### config.mk
export PLATFORM = sky130hd
export DESIGN_NAME = mem_access_stage
export DESIGN_NICKNAME = d
export VERILOG_FILES = /design/src/rtl/mem_stage_pkg.sv /design/src/rtl/mem_wb_reg.sv /design/src/rtl/mem_access_stage.sv
export SDC_FILE = /design/constraint.sdc
export NUM_CORES = 1
export LEC_CHECK = 0
export CORE_AREA = 2 2 121 123
export DETAILED_ROUTE_END_ITERATION = 10
export DIE_AREA = 0 0 123 125
export PLACE_DENSITY = 0.67
export SYNTH_ARGS = -nofsm -noshare
export SYNTH_HDL_FRONTEND = slang
export SYNTH_SLANG_ARGS = --single-unit
export TNS_END_PERCENT = 50
### constraint.sdc
create_clock -name clk_i -period 3.4 [get_ports clk_i]
set_clock_uncertainty 0.15 [all_clocks]
set_input_delay 0.68 -clock clk_i [delete_from_list [all_inputs] [get_ports clk_i]]
set_output_delay 0.68 -clock clk_i [all_outputs]
set_load 0.01 [all_outputs]
### src/rtl/mem_stage_pkg.sv
// Shared definitions for the MEM pipeline stage: FSM state encoding and the
// field values the MEM/WB register takes when it is loaded with a bubble.
package mem_stage_pkg;

  localparam logic STATE_IDLE = 1'b0;
  localparam logic STATE_BUSY = 1'b1;

  localparam logic        BUBBLE_REG_WRITE  = 1'b0;
  localparam logic        BUBBLE_MEM_TO_REG = 1'b0;
  localparam logic [31:0] BUBBLE_READ_DATA  = 32'h0;
  localparam logic [31:0] BUBBLE_ALU_RESULT = 32'h0;
  localparam logic [4:0]  BUBBLE_RD_ADDR    = 5'h0;

endpackage

### src/rtl/mem_wb_reg.sv
// MEM/WB pipeline register. A bubble load writes the nop encoding so that a
// stalled or aborted memory access never reaches writeback.
module mem_wb_reg
  import mem_stage_pkg::*;
(
  input  logic        i_clk,
  input  logic        i_rst_n,
  input  logic        i_bubble,
  input  logic        i_reg_write,
  input  logic        i_mem_to_reg,
  input  logic [31:0] i_read_data,
  input  logic [31:0] i_alu_result,
  input  logic [4:0]  i_rd_addr,
  output logic        o_reg_write,
  output logic        o_mem_to_reg,
  output logic [31:0] o_read_data,
  output logic [31:0] o_alu_result,
  output logic [4:0]  o_rd_addr
);

  logic        r_reg_write;
  logic        r_mem_to_reg;
  logic [31:0] r_read_data;
  logic [31:0] r_alu_result;
  logic [4:0]  r_rd_addr;

  // NOTE: non-blocking assignments keep every register sampling pre-edge values.
  always_ff @(posedge i_clk or negedge i_rst_n) begin
    if (!i_rst_n) begin
      r_reg_write  <= 1'b0;
      r_mem_to_reg <= 1'b0;
      r_read_data  <= '0;
      r_alu_result <= '0;
      r_rd_addr    <= '0;
    end else if (i_bubble) begin
      r_reg_write  <= BUBBLE_REG_WRITE;
      r_mem_to_reg <= BUBBLE_MEM_TO_REG;
      r_read_data  <= BUBBLE_READ_DATA;
      r_alu_result <= BUBBLE_ALU_RESULT;
      r_rd_addr    <= BUBBLE_RD_ADDR;
    end else begin
      r_reg_write  <= i_reg_write;
      r_mem_to_reg <= i_mem_to_reg;
      r_read_data  <= i_read_data;
      r_alu_result <= i_alu_result;
      r_rd_addr    <= i_rd_addr;
    end
  end

  assign o_reg_write  = r_reg_write;
  assign o_mem_to_reg = r_mem_to_reg;
  assign o_read_data  = r_read_data;
  assign o_alu_result = r_alu_result;
  assign o_rd_addr    = r_rd_addr;

endmodule

### src/rtl/mem_access_stage.sv
// Pipeline MEM stage: req/ack data-memory access with stall and timeout abort,
// branch resolution, and the MEM/WB register. Option: MEM_ACCESS_STAGE_MISALIGN_CHECK_EN.
module mem_access_stage
  import mem_stage_pkg::*;
#(
  parameter int MEM_TIMEOUT = 64,
  parameter int ADDR_W      = 32
) (
  input  logic              clk_i,
  input  logic              rst_i,
  input  logic [31:0]       ALUResult_i,
  input  logic [31:0]       RS2data_i,
  input  logic              Zero_i,
  input  logic [31:0]       pc_branch_i,
  input  logic              Branch_i,
  input  logic              MemRead_i,
  input  logic              MemWrite_i,
  input  logic              MemtoReg_i,
  input  logic              RegWrite_i,
  input  logic [4:0]        RDaddr_i,
  output logic              mem_req_o,
  output logic              mem_we_o,
  output logic [ADDR_W-1:0] mem_addr_o,
  output logic [31:0]       mem_wdata_o,
  input  logic              mem_ack_i,
  input  logic [31:0]       mem_rdata_i,
  output logic              stall_o,
  output logic              PCSrc_o,
  output logic [31:0]       pc_branch_o,
  output logic              err_o,
`ifdef MEM_ACCESS_STAGE_MISALIGN_CHECK_EN
  output logic              misalign_o,
`endif
  output logic              RegWrite_o,
  output logic              MemtoReg_o,
  output logic [31:0]       ReadData_o,
  output logic [31:0]       ALUResult_o,
  output logic [4:0]        RDaddr_o
);

  localparam int CNT_W = (MEM_TIMEOUT > 0) ? $clog2(MEM_TIMEOUT + 1) : 1;

  logic             r_state;
  logic             w_state_next;
  logic [CNT_W-1:0] r_cnt;
  logic             r_err;
  logic             w_access;
  logic             w_req_active;
  logic             w_abort;
  logic             w_stall;
  logic             w_bubble;
  logic [31:0]      w_read_data;

  assign w_access = MemRead_i | MemWrite_i;

`ifdef MEM_ACCESS_STAGE_MISALIGN_CHECK_EN
  logic w_misalign;
  logic r_misalign;

  // A misaligned access never reaches memory; it is squashed into a bubble.
  assign w_misalign   = w_access & (|ALUResult_i[1:0]);
  assign w_req_active = w_access & ~w_misalign;

  always_ff @(posedge clk_i or negedge rst_i) begin
    if (!rst_i)          r_misalign <= 1'b0;
    else if (w_misalign) r_misalign <= 1'b1;
  end

  assign misalign_o = r_misalign;
  assign w_bubble   = w_stall | w_abort | w_misalign;
`else
  assign w_req_active = w_access;
  assign w_bubble     = w_stall | w_abort;
`endif

  // The counter value equals the number of request cycles already spent, so
  // the abort fires on the MEM_TIMEOUT-th cycle without an ack.
  assign w_abort = (MEM_TIMEOUT != 0) && w_req_active && !mem_ack_i &&
                   (r_cnt == CNT_W'(MEM_TIMEOUT - 1));
  assign w_stall = w_req_active & ~mem_ack_i & ~w_abort;

  assign mem_req_o   = rst_i & w_req_active & ~w_abort;
  assign mem_we_o    = MemWrite_i;
  assign mem_addr_o  = ALUResult_i[ADDR_W-1:0];
  assign mem_wdata_o = RS2data_i;
  assign stall_o     = w_stall;
  assign err_o       = r_err;

  assign PCSrc_o     = Branch_i & Zero_i & ~w_stall;
  assign pc_branch_o = pc_branch_i;

  // Only a completing read returns data; writes and ALU ops load zero.
  assign w_read_data = (MemRead_i & ~MemWrite_i & w_req_active & mem_ack_i) ? mem_rdata_i : 32'h0;

  // NOTE: assigning a default before the case keeps this block free of latches.
  always_comb begin
    w_state_next = r_state;
    case (r_state)
      STATE_IDLE: if (w_stall)  w_state_next = STATE_BUSY;
      STATE_BUSY: if (!w_stall) w_state_next = STATE_IDLE;
      default:                  w_state_next = STATE_IDLE;
    endcase
  end

  // NOTE: every control register is cleared by the asynchronous reset; only the
  // MEM/WB datapath fields carry no meaning until loaded, yet they are cleared too.
  always_ff @(posedge clk_i or negedge rst_i) begin
    if (!rst_i) begin
      r_state <= STATE_IDLE;
      r_cnt   <= '0;
      r_err   <= 1'b0;
    end else begin
      r_state <= w_state_next;
      if (w_state_next == STATE_BUSY) begin
        if (r_cnt != {CNT_W{1'b1}}) r_cnt <= r_cnt + 1'b1;
      end else begin
        r_cnt <= '0;
      end
      if (w_abort) r_err <= 1'b1;
    end
  end

  mem_wb_reg u_mem_wb_reg (
    .i_clk        (clk_i),
    .i_rst_n      (rst_i),
    .i_bubble     (w_bubble),
    .i_reg_write  (RegWrite_i),
    .i_mem_to_reg (MemtoReg_i),
    .i_read_data  (w_read_data),
    .i_alu_result (ALUResult_i),
    .i_rd_addr    (RDaddr_i),
    .o_reg_write  (RegWrite_o),
    .o_mem_to_reg (MemtoReg_o),
    .o_read_data  (ReadData_o),
    .o_alu_result (ALUResult_o),
    .o_rd_addr    (RDaddr_o)
  );

endmodule

==> qor.csv <==
stage,metric,value,unit
setup_path,required time of the critical path,2.57,ns
setup_path,CP max FO,4,
clocking,hold buffers post-CTS,0,
clocking,H-tree depth reported by CTS,3,
layout,# fillers,1395,
yosys,syn_area_per_cell,11.63,sq um
min_path,Worst Hold Class,reg2reg,
setup_path,critical path class,in2out,
layout,non-filler instance count after layout,578,
floorplanning,chip width,123,microns
setup_path,crit path launch type,primary input,
layout,Register Area,0.001977,sq mm
setup_path,R2R setup slack,1.80,ns
grt,largest net degree at the start of global routing,80,
yosys,Synth warnings,0,
yosys,library cells used by synthesis,30,
pwr,total power,0.002353,W
layout,synth-to-layout area growth,47.58,%
clocking,postcts setup bufs,0,
yosys,asr flop ratio synth,100.0,%
floorplanning,I/O pin count,314,
floorplanning,Std-Cell Rows,44,
placed_design,Final Wtd Congestion,0.6963,
sta,RSZ-0062 raised after global routing,no,
grt,initial antenna violation count,0,
yosys,Syn Inst Count,298,
setup_path,worst r2r src,r_cnt[0]$_DFFE_PN0P_,
route,Vias/cell,4.028,
sta,final setup fails,0,
setup_path,Most Frequent Cell on Critical Path,clkdlybuf4s50_1,
pwr,clock group share of total power,43.9,%
pwr,P_leak,2.188,nW
route,total iterations of the first detailed-routing run,5,
setup_path,Critical Path Source,MemWrite_i,
min_path,Hold Path Depth,2,
min_path,hold wc startpoint,err_o$_DFFE_PN0P_,
floorplanning,Starting Density,24.40,%
clocking,CTS resizes,0,
sta,Fmax,327.6,MHz
floorplanning,die area,0.01538,sq mm
floorplanning,Die H,125,microns
clocking,clk sink count,79,
yosys,"FF+latch count, synth",79,
grt,GRT Residual Overflow,0,
sta,Least-Margin Pin Slew,0.9858,ns
layout,"commonest non-fill, non-tap cell in the layout",clkdlybuf4s50_1,
yosys,Post-synth EDFFs,0,
setup_path,"Slowest-stage cell, CP",clkdlybuf4s50_1,
layout,share of post-route cells with drive strength above 1,7.107,%
clocking,deepest clock path buffer count,2,
job,MaxCap Viol Count,0,
yosys,register area share after synthesis,57.04,%
grt,first-pass GRT wire length,13110,microns
setup_path,Reg-to-Reg End,r_cnt[5]$_DFFE_PN0P_,
sta,final max-slew violation count,0,
clocking,CTS tree,done,
layout,net total in the final layout,532,
clocking,Num CTS Buffers,9,
setup_path,"Cell Chain, Critical Path","clkdlybuf4s50_1, o21bai_4, a31o_4, and3_1, clkdlybuf4s50_1",
pwr,Pint,0.001832,W
pwr,Reg power frac,42.2,%
pwr,Peak VDD IR,170.9,uV
route,First DRT Iteration DRCs,52,
grt,GRT Util Overall,11.59,%
pwr,NetSw,0.0005213,W
yosys,Synth Flop Type,dfrtp_1,
sta,Slew HR,34.28,%
sta,fin crit period,3.052,ns
floorplanning,Core Area,0.01420,sq mm
min_path,Min-Delay Endpoint,err_o$_DFFE_PN0P_,
layout,most frequent cells in the layout,"clkdlybuf4s50_1, dfrtp_1, and2_1, clkbuf_16, inv_1",
pwr,Net Sw Frac,22.15,%
route,final wirelength,9421,microns
sta,Tcrit/Tclk final,89.77,%
layout,area of the multi-input gates,696.9,sq um
pwr,Pwr Density,460.1,mW/mm^2
grt,vias in the first global route,2440,
clocking,clk slew on worst S/H paths,0.06,ns
placed_design,Detailed Place HPWL,7117,microns
pwr,Comb pwr share,13.9,%
yosys,"Net Count, Synth",441,
route,vias,2328,
layout,# diodes,0,
setup_path,largest stage delay on the critical path,0.58,ns
route,Final ANT Viol Nets,0,
route,per-cell routed wire length,16.30,microns
placed_design,buffers added on ports,185,
placed_design,placed cells,562,
setup_path,Crit path arrival time,2.22,ns
layout,Layout Utilization,36.01,%
setup_path,worst reg-to-reg path cell count,4,
sta,final hold violation count,0,
yosys,Mapped Area,0.003466,sq mm
status,outcome,finished clean,
setup_path,Bufs and invs on worst path,2,
clocking,Root Buffer,clkbuf_16,
route,DRC,0,
sta,Setup Total Neg Slack,0,ns
clocking,"Clk Latency, worst-skew pair",0.33,ns
setup_path,CP endpoint kind,output pin,
setup_path,CP top delay family,buffers and inverters,
==> cells in the mapped netlist, types with 2 or more instances <==
master | number | area [sq um]
clkbuf_1 | 4 | 15.01
and2_1 | 71 | 444.2
nand4_1 | 3 | 18.77
a21oi_1 | 4 | 20.02
nand2_1 | 4 | 15.01
nand3_1 | 2 | 10.01
inv_1 | 5 | 18.77
nor3_1 | 2 | 10.01
buf_2 | 3 | 15.01
dfrtp_1 | 79 | 1977
clkbuf_2 | 3 | 15.01
o21ai_0 | 3 | 15.01
a31oi_1 | 2 | 12.51
buf_4 | 97 | 728.2
==> stage by stage <==
step,area (sq um),setup WS [ns],hold slack [ns]
detailed placement,4795,0.3476,0.3490
floorplan,3466,1.220,0.2344
global placement,4795,0.3611,0.3476
finish,5115,0.3477,0.3544
global route,5115,0.2898,0.4047
CTS,5115,0.3436,0.3630
==> cells by family after synthesis <==
| kind of cell | after synthesis | share of synthesized area, % |
|---|---|---|
| buf+inv | 113 | 23.18 |
| simple gates | 89 | 15.96 |
| flops | 79 | 57.04 |
| xor+xnor | 1 | 0.2528 |
| fa+ha+maj | 1 | 0.3610 |
| compound gates | 15 | 3.213 |
==> power by group through the flow <==
stage / clock network, W / registers (W) / logic (W)
after floorplan: 0 / 0.00103 / 0.000163
after global placement: 0 / 0.00101 / 0.000329
after detailed placement: 0 / 0.00101 / 0.000331
after CTS: 0.00107 / 0.000994 / 0.000334
after global routing: 0.00112 / 0.000997 / 0.000351
final: 0.00103 / 0.000994 / 0.000326
==> final cells by class <==
| type | instances | share of cell area [%] |
|---|---|---|
| sequential | 79 | 38.65 |
| timing repair buffer | 188 | 36.59 |
| multi-input combinational | 106 | 13.63 |
| tap | 184 | 4.501 |
| clock buffer | 9 | 4.403 |
| clock inverter | 7 | 1.859 |
| inverter | 5 | 0.3669 |
==> worst max path at each step <==
stage,slack (ns),endpoint,depth (start not counted)
global route,0.29,PCSrc_o,5
CTS,0.34,PCSrc_o,5
global placement,0.36,PCSrc_o,5
detailed placement,0.35,PCSrc_o,5
floorplan,1.22,PCSrc_o,5
finish,0.35,PCSrc_o,5
==> worst register-to-register path: stages, from the launching register on <==
cell       delay [ns]
dfrtp_1          0.41
ha_1             0.29
and3_2           0.22
a2111oi_2        0.33
nor3b_1          0.08
==> metal layers <==
metal | GRT usage, % | routed length (microns) | up-vias
li1 | - | - | 1016
met1 | 12.17 | 3450 | 1065
met2 | 17.16 | 4120 | 210
met3 | 7.573 | 1577 | 37
met4 | 6.083 | 274 | 0
met5 | 4.605 | 0 | -
Note: power is estimated with default switching activity, not from simulation.
